==> src/rtl/ram_fifo_ctrl.sv <==
// ram_fifo_ctrl: FIFO controller driving a single-port ram, push wins arbitration; RAM_FIFO_ERR_EN adds sticky overflow/underflow flags
module ram_fifo_ctrl #(
  parameter int DATA_WIDTH = 8,
  parameter int N_WORDS = 16
) (
  input  logic clk,
  input  logic rst,
  input  logic push,
  input  logic [DATA_WIDTH-1:0] push_data,
  input  logic pop,
  output logic pop_stall,
  output logic pop_valid,
  output logic [DATA_WIDTH-1:0] pop_data,
  output logic full,
  output logic empty,
  output logic [$clog2(N_WORDS+1)-1:0] count,
  output logic ram_we,
  output logic ram_re,
  output logic [$clog2(N_WORDS)-1:0] ram_address,
  output logic [DATA_WIDTH-1:0] ram_data_in,
  input  logic [DATA_WIDTH-1:0] ram_data_out
`ifdef RAM_FIFO_ERR_EN
  ,
  output logic overflow,
  output logic underflow
`endif
);
  localparam int AW = $clog2(N_WORDS);
  localparam int CW = $clog2(N_WORDS+1);
  logic [AW-1:0] wr_ptr, rd_ptr;
  logic push_acc, pop_acc;
  always_comb begin
    full = count == CW'(N_WORDS);
    empty = count == '0;
    push_acc = !rst && push && !full;
    pop_acc = !rst && pop && !empty && !push_acc;
    pop_stall = !rst && pop && !empty && push_acc;
    ram_we = push_acc;
    ram_re = pop_acc;
    ram_address = push_acc ? wr_ptr : pop_acc ? rd_ptr : '0;
    ram_data_in = push_acc ? push_data : '0;
  end
  always_ff @(posedge clk) begin
    if (rst) begin
      wr_ptr <= '0;
      rd_ptr <= '0;
      count <= '0;
      pop_valid <= 1'b0;
      pop_data <= '0;
    end else begin
      if (push_acc) wr_ptr <= wr_ptr == AW'(N_WORDS-1) ? '0 : wr_ptr + AW'(1);
      if (pop_acc) rd_ptr <= rd_ptr == AW'(N_WORDS-1) ? '0 : rd_ptr + AW'(1);
      count <= push_acc ? count + CW'(1) : pop_acc ? count - CW'(1) : count;
      pop_valid <= pop_acc;
      if (pop_acc) pop_data <= ram_data_out;
    end
  end
`ifdef RAM_FIFO_ERR_EN
  always_ff @(posedge clk) begin
    if (rst) begin
      overflow <= 1'b0;
      underflow <= 1'b0;
    end else begin
      if (push && full) overflow <= 1'b1;
      if (pop && empty) underflow <= 1'b1;
    end
  end
`endif
endmodule

==> config.mk <==
export PLATFORM = sky130hd
export DESIGN_NAME = ram_fifo_ctrl
export DESIGN_NICKNAME = d
export VERILOG_FILES = /design/src/rtl/ram_fifo_ctrl.sv
export SDC_FILE = /design/constraint.sdc
export NUM_CORES = 1
export LEC_CHECK = 0
export ABC_AREA = 1
export BUFFER_PORTS_ARGS = -buffer_cell sky130_fd_sc_hd__buf_2
export CAP_MARGIN = 20
export CORE_ASPECT_RATIO = 0.8
export CORE_MARGIN = 5
export CORE_UTILIZATION = 47
export CTS_BUF_LIST = sky130_fd_sc_hd__clkbuf_16
export CTS_CLUSTER_DIAMETER = 200
export DETAILED_ROUTE_END_ITERATION = 8
export GPL_ROUTABILITY_DRIVEN = 1
export PLACE_DENSITY_LB_ADDON = 0.08
export SYNTH_ARGS = -nofsm -noshare
export SYNTH_HDL_FRONTEND = slang
export SYNTH_SLANG_ARGS = --single-unit
==> constraint.sdc <==
create_clock -name clk -period 2.2 [get_ports clk]
set_input_delay 0.22 -clock clk [delete_from_list [all_inputs] [get_ports clk]]
set_output_delay 0.22 -clock clk [all_outputs]
set_load 0.01 [all_outputs]
Word-level counts from Yosys, hierarchy flattened. Cells that the tools add are included.

Mux-type cells: 7. Equal/unequal tests: 3. Add/subtract/negate cells: 4. Reductions and logical operators: 12.

Operator list (count): 4-bit two-way mux (4); 5-bit two-way mux (2); 4-bit by 1-bit adder with 4-bit output, second input constant (2); 4-bit == test, second input constant (2); 8-bit two-way mux (1); 1-bit logical AND (6); 5-bit by 1-bit adder with 5-bit output, second input constant (1); 5-bit == test, second input constant (1); 5-bit logical NOT (1); 5-bit by 1-bit subtractor with 5-bit output, second input constant (1); 1-bit logical NOT (4); 2-bit nonzero test (1).

Bits of input ports: 20. Word-level logic and storage cells: 31. Flip-flop bits (word level): 22. Output and inout port bits: 31.

Depth between registers and ports, before layout. Gate-level depths: netlist of run 1.

Word-level depth: 7. Mapped depth: 13. Depth with buffers taken out: 11.

Least setup slack after synthesis of run 1. No wires, ideal clock.

Kind: register to register. Start point: register count[0]. End point: register count[4]. Cell stages (with the launch flop): 14. Data arrival time: 1.975 ns. Period minus slack after synthesis: 2.090 ns. Setup slack: 0.110 ns. Library setup time: 0.115 ns. Path buffers: 2. Cell sequence: dfxtp_1 > nor2_4 > nand3_2 > nand2_4 > buf_6 > buf_2 > fa_1 > nand2_1 > nand2_1 > a21oi_1 > nand2b_1 > nand3_1 > nand2_1 > nor2_1.

Word-level cells in the longest chain between the ends: 6. Elaborated cells between the ends (all ways): 13.

RTL lines: from (decl) (RTL line 16) `output logic [$clog2(N_WORDS+1)-1:0] count,`; from (signal assigned) (RTL line 53) `count <= push_acc ? count + CW'(1) : pop_acc ? count - CW'(1) : count;`; parallel branches: the longest is 6 deep, another holds 5-bit by 1-bit subtractor with 5-bit output.

Parallel ways; which one is timed is not known. The select of a mux whose other input is x is not followed. A chain may end at the register's enable or synchronous reset.

Worst setup path in the final report of run 1.
Start point: register count[0]. End point: output port ram_re.

Word-level cells in the longest chain between the ends: 5. Elaborated cells between the ends (all ways): 8.

RTL lines: 5-bit == test (RTL line 33) `full = count == CW'(N_WORDS);`; 1-bit logical NOT (RTL line 35) `push_acc = !rst && push && !full;`; 1-bit logical AND (RTL line 35); 1-bit logical NOT (RTL line 36) `pop_acc = !rst && pop && !empty && !push_acc;`; 1-bit logical AND (*) (RTL line 36); to (decl) (RTL line 18) `output logic ram_re,`.

Every way passes the cells marked *; elsewhere a longest branch is shown, timed or not.

==> results_dict.tcl, run 1 <==
set metrics [dict create \
    finalCritPeriodShare 0.919 \
    rsz0062_at_grt "false" \
    min_from "rst" \
    dpl-instance-area_um2 1470 \
    multi_input_area_um2 633 \
    layout-drive-gt1-share 0.323 \
    setup_violations 0 \
    grt_pass1_vias 1178 \
    grt_max_degree 21 \
    drcViolationCount 0 \
    clock_path_buffers 2 \
    dieArea_um2 3700 \
    ant_nets 0 \
    peakVddDrop_mv 0.686 \
    critPathRequiredTime_ps 1980 \
    firstDrtPassIters 5 \
    min_path_type "input pin to register" \
    clk_pin_slew_ps 60 \
    ys_types 27 \
    cts_tree "built" \
    run_status "complete, no violations" \
    first_iter_violations 33 \
    final.setup.tns_ps 0 \
    power.leakage_nw 0.846 \
    synth_seq_cells 22 \
    final_cell_area_um2 1600 \
    clk_latency_ps 250 \
    timing.hold.ws_ps 174 \
    r2r_cells 11 \
    routedWlPerCell_um 11.4 \
    fin_skew_ps 1.69 \
    timing.fmax_mhz 495 \
    grt_pass1_wl_um 4950 \
    r2r-end "count[4]" \
    io-pin-count 51 \
    whs_path_depth 2 \
    antenna_cells 0 \
    area_growth_pct 32.4 \
    holdPathEnd "rd_ptr[2]" \
    cp_data_arrival_time_ps 1800 \
    fill_cells 220 \
    place_ws_ps 257 \
    synth.avg_cell_area_um2 7.21 \
    crit_path_start_kind "register" \
    hold_viol_final 0 \
    fp.dieH_um 55.4 \
    core_area_um2 2460 \
    yosysSeqAreaShare 0.364 \
    gp_congestion 0.867 \
    num_rows 16 \
    worst_pin_slew_ps 570 \
    slowest_delay_ps 390 \
    grt_use_total 0.167 \
    setup_ws_ps 179 \
    antenna_found_initial 0 \
    fin_cells 256 \
    hpwl_um 2200 \
    htree_levels 1 \
    vias_per_cell 4.75 \
    wirelength_um 2910 \
    synth_nets 194 \
    dp.cells 249 \
    crit_chain "nor2_4, nand3_2, nand2_8, buf_4, inv_4, nor2_8, buf_4, buf_2" \
    critPathMaxFanout 16 \
    powerDensity_nw_per_um2 934 \
    cts_made_buffers 3 \
    die_w_um 66.8 \
    drv_slew 0 \
    syn_area_um2 1210 \
    ctsHoldBuffers 0 \
    reg2reg_slack_ps 250 \
    start_util 0.492 \
    seqCellArea_um2 440 \
    worst_setup_path_end_kind "primary output" \
    cts_sinks 22 \
    via_count 1216 \
    yosysWarnings 0 \
    cp_slowest_cell "dfxtp_1" \
    port_buffers 50 \
    root_buffer "clkbuf_16" \
    min_period_ps 2020 \
    overflow 0 \
    fin_nets 247 \
    cpMostUsedCell "buf_4" \
    criticalPathCategory "register to primary output" \
    cap_violations 0 \
    syn_inst 168 \
    slew_headroom 0.620 \
    r2r-start "count[0]" \
]
==> worst max path at each step <==
stage	from	end	slack, ps	cells past startpoint
floorplan	count[0]	count[4]	110	13
global placement	count[0]	count[4]	360	11
detailed placement	count[0]	count[4]	260	11
CTS	count[0]	ram_address[3]	90	9
global route	count[0]	ram_address[1]	40	9
finish	count[0]	ram_re	180	8
==> area by class of cell <==
class | count | area share
timing repair buffer | 54 | 0.175
sequential | 22 | 0.275
clock inverter | 1 | 0.0187
tap | 36 | 0.0281
clock buffer | 3 | 0.0468
inverter | 26 | 0.0624
multi-input combinational | 114 | 0.395
==> worst max-delay path, delay by kind of cell, from the launching register on <==
| family | cells | cell delay [ps] |
|---|---|---|
| buffers and inverters | 4 | 590 |
| AND/OR/NAND/NOR | 4 | 570 |
| flip-flops | 1 | 390 |
==> per-stage QoR <==
stage,power [mW],util
2_1_floorplan,0.849,-
3_3_place_gp,0.977,0.596
3_5_place_dp,0.989,0.596
4_1_cts,1.50,0.639
5_1_grt,1.60,0.651
6_report,1.50,0.651
==> power by group <==
part	total, mW	internal, mW	switching (mW)
Combinational	0.482	0.201	0.281
Clock	0.504	0.361	0.143
Sequential	0.512	0.456	0.0561
Total	1.50	1.02	0.480
==> layer usage <==
layer / up-vias / GRT usage / wire length, µm
met1: 549 / 0.198 / 1300
met2: 29 / 0.290 / 1410
li1: 633 / - / -
met5: - / 0 / 0
met3: 5 / 0.0548 / 182
met4: 0 / 0.0377 / 21
==> layout by cell type (no fill, tap or decap), types with 2 or more instances in the layout <==
cell	instances
nand2_2	2
o22ai_1	2
nand3_2	2
dfxtp_1	22
nand2_4	2
o21ai_1	7
nand2_1	15
a21oi_1	10
nor2_1	39
o21ai_0	15
buf_4	4
ha_1	5
clkbuf_16	3
nand3_1	6
buf_2	50
inv_1	24
==> state kept, by name, indices dropped and copies added, names as in the netlist <==
register   flops
pop_valid      1
wr_ptr         4
pop_data       8
count          5
rd_ptr         4
==> synth_stat cells, drive strengths merged <==
cell    instances  area share
nor2           42        0.15
inv            26       0.083
dfxtp          22        0.36
o21ai          22       0.091
nand2          20       0.085
a21oi          11       0.049
nand3           8       0.041
buf             5       0.035
ha              5       0.052
o22ai           2       0.010
clkbuf          1      0.0031
fa              1       0.017
nand2b          1      0.0052
xnor2           1      0.0072
xor2            1      0.0072
==> repair_timing <==
item                                   in CTS  in global routing
setup endpoints to repair                   0                  2
resized for setup                           0                  1
buffers inserted                            0                  3
endpoints found under the hold margin       0                  0
==> cell families (layout without fill, tap and decap cells) <==
kind of cell / Yosys count / after routing / share of synthesized area
AND/OR/NAND/NOR: 71 / 71 / 0.283
AO/OA/AOI/OAI: 35 / 35 / 0.150
buffers and inverters: 32 / 84 / 0.121
flip-flops: 22 / 22 / 0.364
adder cells (fa/ha/maj): 6 / 6 / 0.0682
XOR/XNOR: 2 / 2 / 0.0145
No activity file was read; power rests on OpenSTA's default activity.
==> run 2, diff against run 1 <==
- CAP_MARGIN: 20 -> not set
- REMOVE_ABC_BUFFERS: not set -> 1
==> results_dict.tcl, run 2 (synthesis gave the netlist of run 1 again) <==
set metrics [dict create \
    grt_max_degree 21 \
    worst_pin_slew_ps 553 \
    fin_skew_ps 3.83 \
    drv_slew 0 \
    finalCritPeriodShare 0.904 \
    cap_violations 0 \
    worst_setup_path_end_kind "primary output" \
    r2r-start "count[0]" \
    setup_ws_ps 212 \
    clock_path_buffers 2 \
    hpwl_um 2260 \
    powerDensity_nw_per_um2 881 \
    start_util 0.492 \
    clk_pin_slew_ps 60 \
    slew_headroom 0.631 \
    wirelength_um 3070 \
    criticalPathCategory "register to primary output" \
    cts_sinks 22 \
    cp_slowest_cell "dfxtp_1" \
    layout-drive-gt1-share 0.318 \
    most-common-layout-cells "buf_2, nor2_1, inv_1" \
    rsz0062_at_grt "false" \
    r2r_cells 11 \
    power.leakage_nw 0.834 \
    sw_frac_of_total 0.352 \
    antenna_found_initial 0 \
    top_regs "pop_data (8), count (5)" \
    comb_power_share 0.350 \
    root_buffer "clkbuf_16" \
    gp_congestion 0.849 \
    min_path_type "input pin to register" \
    whs_path_depth 2 \
    hold_viol_final 0 \
    firstDrtPassIters 4 \
    die_w_um 66.8 \
    crit_chain "nor2_2, nand3_2, nand2_4, buf_6, inv_4, nor2_8, nand2_1, o21ai_0, buf_2" \
    num_rows 16 \
    fin_nets 247 \
    final.setup.tns_ps 0 \
    drcViolationCount 0 \
    htree_levels 1 \
    cts_made_buffers 3 \
    overflow 0 \
    first_iter_violations 56 \
    crit_start "count[3]" \
    cp_data_arrival_time_ps 1770 \
    slowest_delay_ps 350 \
    timing.fmax_mhz 503 \
    port_buffers 50 \
    place_ws_ps 272 \
    run_status "complete, no violations" \
    crit_path_start_kind "register" \
    setup_violations 0 \
    grt_use_total 0.165 \
    dieArea_um2 3700 \
    top_register "pop_data" \
    via_count 1237 \
    io-pin-count 51 \
    fill_cells 237 \
    final_common_cell "buf_2" \
    critPathRequiredTime_ps 1980 \
    fp.dieH_um 55.4 \
    clock_power_share 0.277 \
    largest_register_ff_count 8 \
    min_from "rst" \
    area_growth_pct 29.9 \
    core_area_um2 2460 \
    grt_pass1_vias 1102 \
    min_period_ps 1990 \
    grt_pass1_wl_um 4870 \
    clk_latency_ps 250 \
    internal_power_mw 0.898 \
    seq_power_share 0.373 \
    antenna_cells 0 \
    vias_per_cell 4.83 \
    critPathMaxFanout 15 \
    routedWlPerCell_um 12.0 \
    peakVddDrop_mv 0.588 \
    cts_tree "built" \
    reg2reg_slack_ps 250 \
    ant_nets 0 \
    net-switching-power_mw 0.487 \
]
==> run 2: area by class of cell <==
class / count / area [µm²] / share of cell area
multi-input combinational: 114 / 624 / 0.397
timing repair buffer: 54 / 284 / 0.181
sequential: 22 / 440 / 0.280
clock inverter: 1 / 3.75 / 0.00239
inverter: 26 / 100 / 0.0636
tap: 36 / 45.0 / 0.0286
clock buffer: 3 / 75.1 / 0.0477
==> run 2: power by group through the flow <==
stage,Clock (mW),Sequential (mW),Combinational (mW)
global route,0.404,0.524,0.544
floorplan,0,0.536,0.294
finish,0.384,0.517,0.484
CTS,0.389,0.516,0.476
global placement,0,0.517,0.457
detailed placement,0,0.524,0.472
==> run 2: metrics by stage <==
stage / hold WS, ps / util / cell area, µm² / power, mW / cells
finish: 163 / 0.639 / 1570 / 1.39 / 256
global route: 172 / 0.639 / 1570 / 1.47 / 256
CTS: 162 / 0.628 / 1550 / 1.38 / 253
detailed placement: 425 / 0.596 / 1470 / 0.996 / 249
global placement: 421 / 0.596 / 1470 / 0.974 / 249
floorplan: 282 / - / 1160 / 0.830 / 162
==> run 2: what timing repair did <==
action                                  CTS  global route
hold buffers                              0             0
buffers inserted                          0             3
endpoints found under the setup margin    0             2
gates resized for setup                   0             1
==> run 2: worst max-delay path, delay by kind of cell, from the launching register on <==
kind                   cells  cell delay, ps
DFF                        1             350
buffers and inverters      3             400
and+or+nand+nor            5             700
AOI/OAI and AO/OA          1              60
==> run 2: worst paths after layout <==
kind | to
setup / recovery | ram_address[1]
hold reg to reg | pop_data[5]
hold / removal | rd_ptr[2]
setup reg to reg | count[4]
==> run 2: layer usage <==
metal / wire length [µm] / global-route usage / share of wire
met2: 1520 / 0.278 / 0.49
met3: 203 / 0.0487 / 0.066
met5: 0 / 0 / 0
met4: 46 / 0.0290 / 0.015
met1: 1310 / 0.206 / 0.43
==> run 3, diff against run 2 <==
- clock period: 2.2 -> 1.95 ns (I/O delays scaled with it)
==> results_dict.tcl, run 3 (synthesis gave the netlist of run 1 again) <==
set metrics [dict create \
    run_status "complete, no violations" \
    r2r_cells 11 \
    core_area_um2 2460 \
    overflow 0 \
    slowest_delay_ps 450 \
    drcViolationCount 0 \
    htree_levels 1 \
    reg2reg_slack_ps 110 \
    grt_pass1_wl_um 4510 \
    most-common-layout-cells "buf_2, nor2_1, inv_1" \
    clk_pin_slew_ps 50 \
    peakVddDrop_mv 0.581 \
    first_iter_violations 34 \
    cp_data_arrival_time_ps 1980 \
    clock_path_buffers 2 \
    hold_viol_final 0 \
    min_path_type "input pin to register" \
    clock_power_share 0.273 \
    criticalPathCategory "register to register" \
    worst_setup_path_end_kind "register" \
    r2r-end "count[4]" \
    largest_register_ff_count 8 \
    firstDrtPassIters 4 \
    rsz0062_at_grt "false" \
    p_total_mw 1.55 \
    fill_cells 240 \
    crit_path_start_kind "register" \
    net-switching-power_mw 0.529 \
    critPathRequiredTime_ps 2090 \
    fin_util 0.639 \
    holdPathEnd "rd_ptr[2]" \
    whs_path_depth 2 \
    comb_power_share 0.353 \
    port_buffers 50 \
    cts_tree "built" \
    slew_headroom 0.619 \
    antenna_cells 0 \
    sw_frac_of_total 0.341 \
    cap_violations 0 \
    crit_chain "nor2_4, nand3_2, nand2_4, fa_1, nand2_1, nand2_1, a21oi_1, nand2b_1, nand3_1, nand2_1, nor2_1" \
    via_count 1190 \
    min_from "rst" \
    dieArea_um2 3700 \
    setup_violations 0 \
    worst_pin_slew_ps 570 \
    io-pin-count 51 \
    gp_congestion 0.869 \
    cpMostUsedCell "nand2_1" \
    grt_pass1_vias 1080 \
    critPathMaxFanout 6 \
    clk_latency_ps 250 \
    top_regs "pop_data (8), count (5)" \
    num_rows 16 \
    r2r-start "count[1]" \
    timing.hold.ws_ps 139 \
    min_period_ps 1840 \
    fp.dieH_um 55.4 \
    fin_skew_ps 3.00 \
    top_register "pop_data" \
    final_common_cell "buf_2" \
    vias_per_cell 4.65 \
    cts_sinks 22 \
    final.setup.tns_ps 0 \
    ctsHoldBuffers 0 \
    layout-drive-gt1-share 0.323 \
    start_util 0.492 \
    routedWlPerCell_um 10.8 \
    fin_nets 247 \
    powerDensity_nw_per_um2 984 \
    grt_use_total 0.149 \
    cts_made_buffers 3 \
    power.leakage_nw 0.832 \
    die_w_um 66.8 \
    timing.fmax_mhz 543 \
    ant_nets 0 \
    cp_slowest_cell "dfxtp_1" \
    hpwl_um 2120 \
    wirelength_um 2760 \
    antenna_found_initial 0 \
    finalCritPeriodShare 0.944 \
    internal_power_mw 1.02 \
    drv_slew 0 \
    root_buffer "clkbuf_16" \
    area_growth_pct 30.0 \
    grt_max_degree 21 \
    seq_power_share 0.373 \
]
-- run 3: changes by cell type in the layout (fill, tap and decap cells not counted) --
cell / change
dfxtp_1: -1
dfxtp_2: +1
-- run 3: final cells by class --
cell class | count | area (µm²) | share of cell area
clock buffer | 3 | 75.1 | 0.0477
clock inverter | 1 | 3.75 | 0.00238
inverter | 26 | 100 | 0.0636
multi-input combinational | 114 | 624 | 0.397
sequential | 22 | 442 | 0.281
tap | 36 | 45.0 | 0.0286
timing repair buffer | 54 | 284 | 0.180
-- run 3: power by group through the flow --
stage | Sequential (mW) | Combinational (mW) | Clock [mW]
finish | 0.578 | 0.548 | 0.424
global route | 0.588 | 0.608 | 0.446
floorplan | 0.605 | 0.332 | 0
global placement | 0.582 | 0.522 | 0
detailed placement | 0.585 | 0.533 | 0
CTS | 0.576 | 0.539 | 0.435
-- run 3: metal layers --
layer | part of all wire | wire, µm | track usage
met5 | 0 | 0 | 0
met4 | 0 | 0 | 0.00870
met3 | 0.054 | 148 | 0.0467
met2 | 0.47 | 1300 | 0.256
met1 | 0.48 | 1320 | 0.188
-- run 3: what timing repair did --
item,CTS,global route
setup endpoints to repair,0,4
buffers inserted,0,1
resized for setup,0,2
-- run 3: metrics by stage --
| stage | instance area [µm²] | std cells | setup slack, ps |
|---|---|---|---|
| after floorplan | 1160 | 162 | 67.2 |
| after global placement | 1480 | 251 | 177 |
| after detailed placement | 1480 | 251 | 128 |
| after CTS | 1560 | 255 | 63.9 |
| after global routing | 1570 | 256 | 0.762 |
| final | 1570 | 256 | 110 |
-- run 3: worst max path at each step --
stage | start | end
CTS | count[0] | ram_address[1]
global placement | count[0] | count[4]
floorplan | count[0] | count[4]
finish | count[1] | count[4]
detailed placement | count[0] | count[4]
global route | count[1] | ram_address[1]
-- run 3: worst max-delay path, delay by kind of cell (launching register included) --
family | cells | cell delay (ps)
AO/OA/AOI/OAI | 1 | 170
adder cells (fa/ha/maj) | 1 | 410
flip-flops | 1 | 450
AND/OR/NAND/NOR | 9 | 700
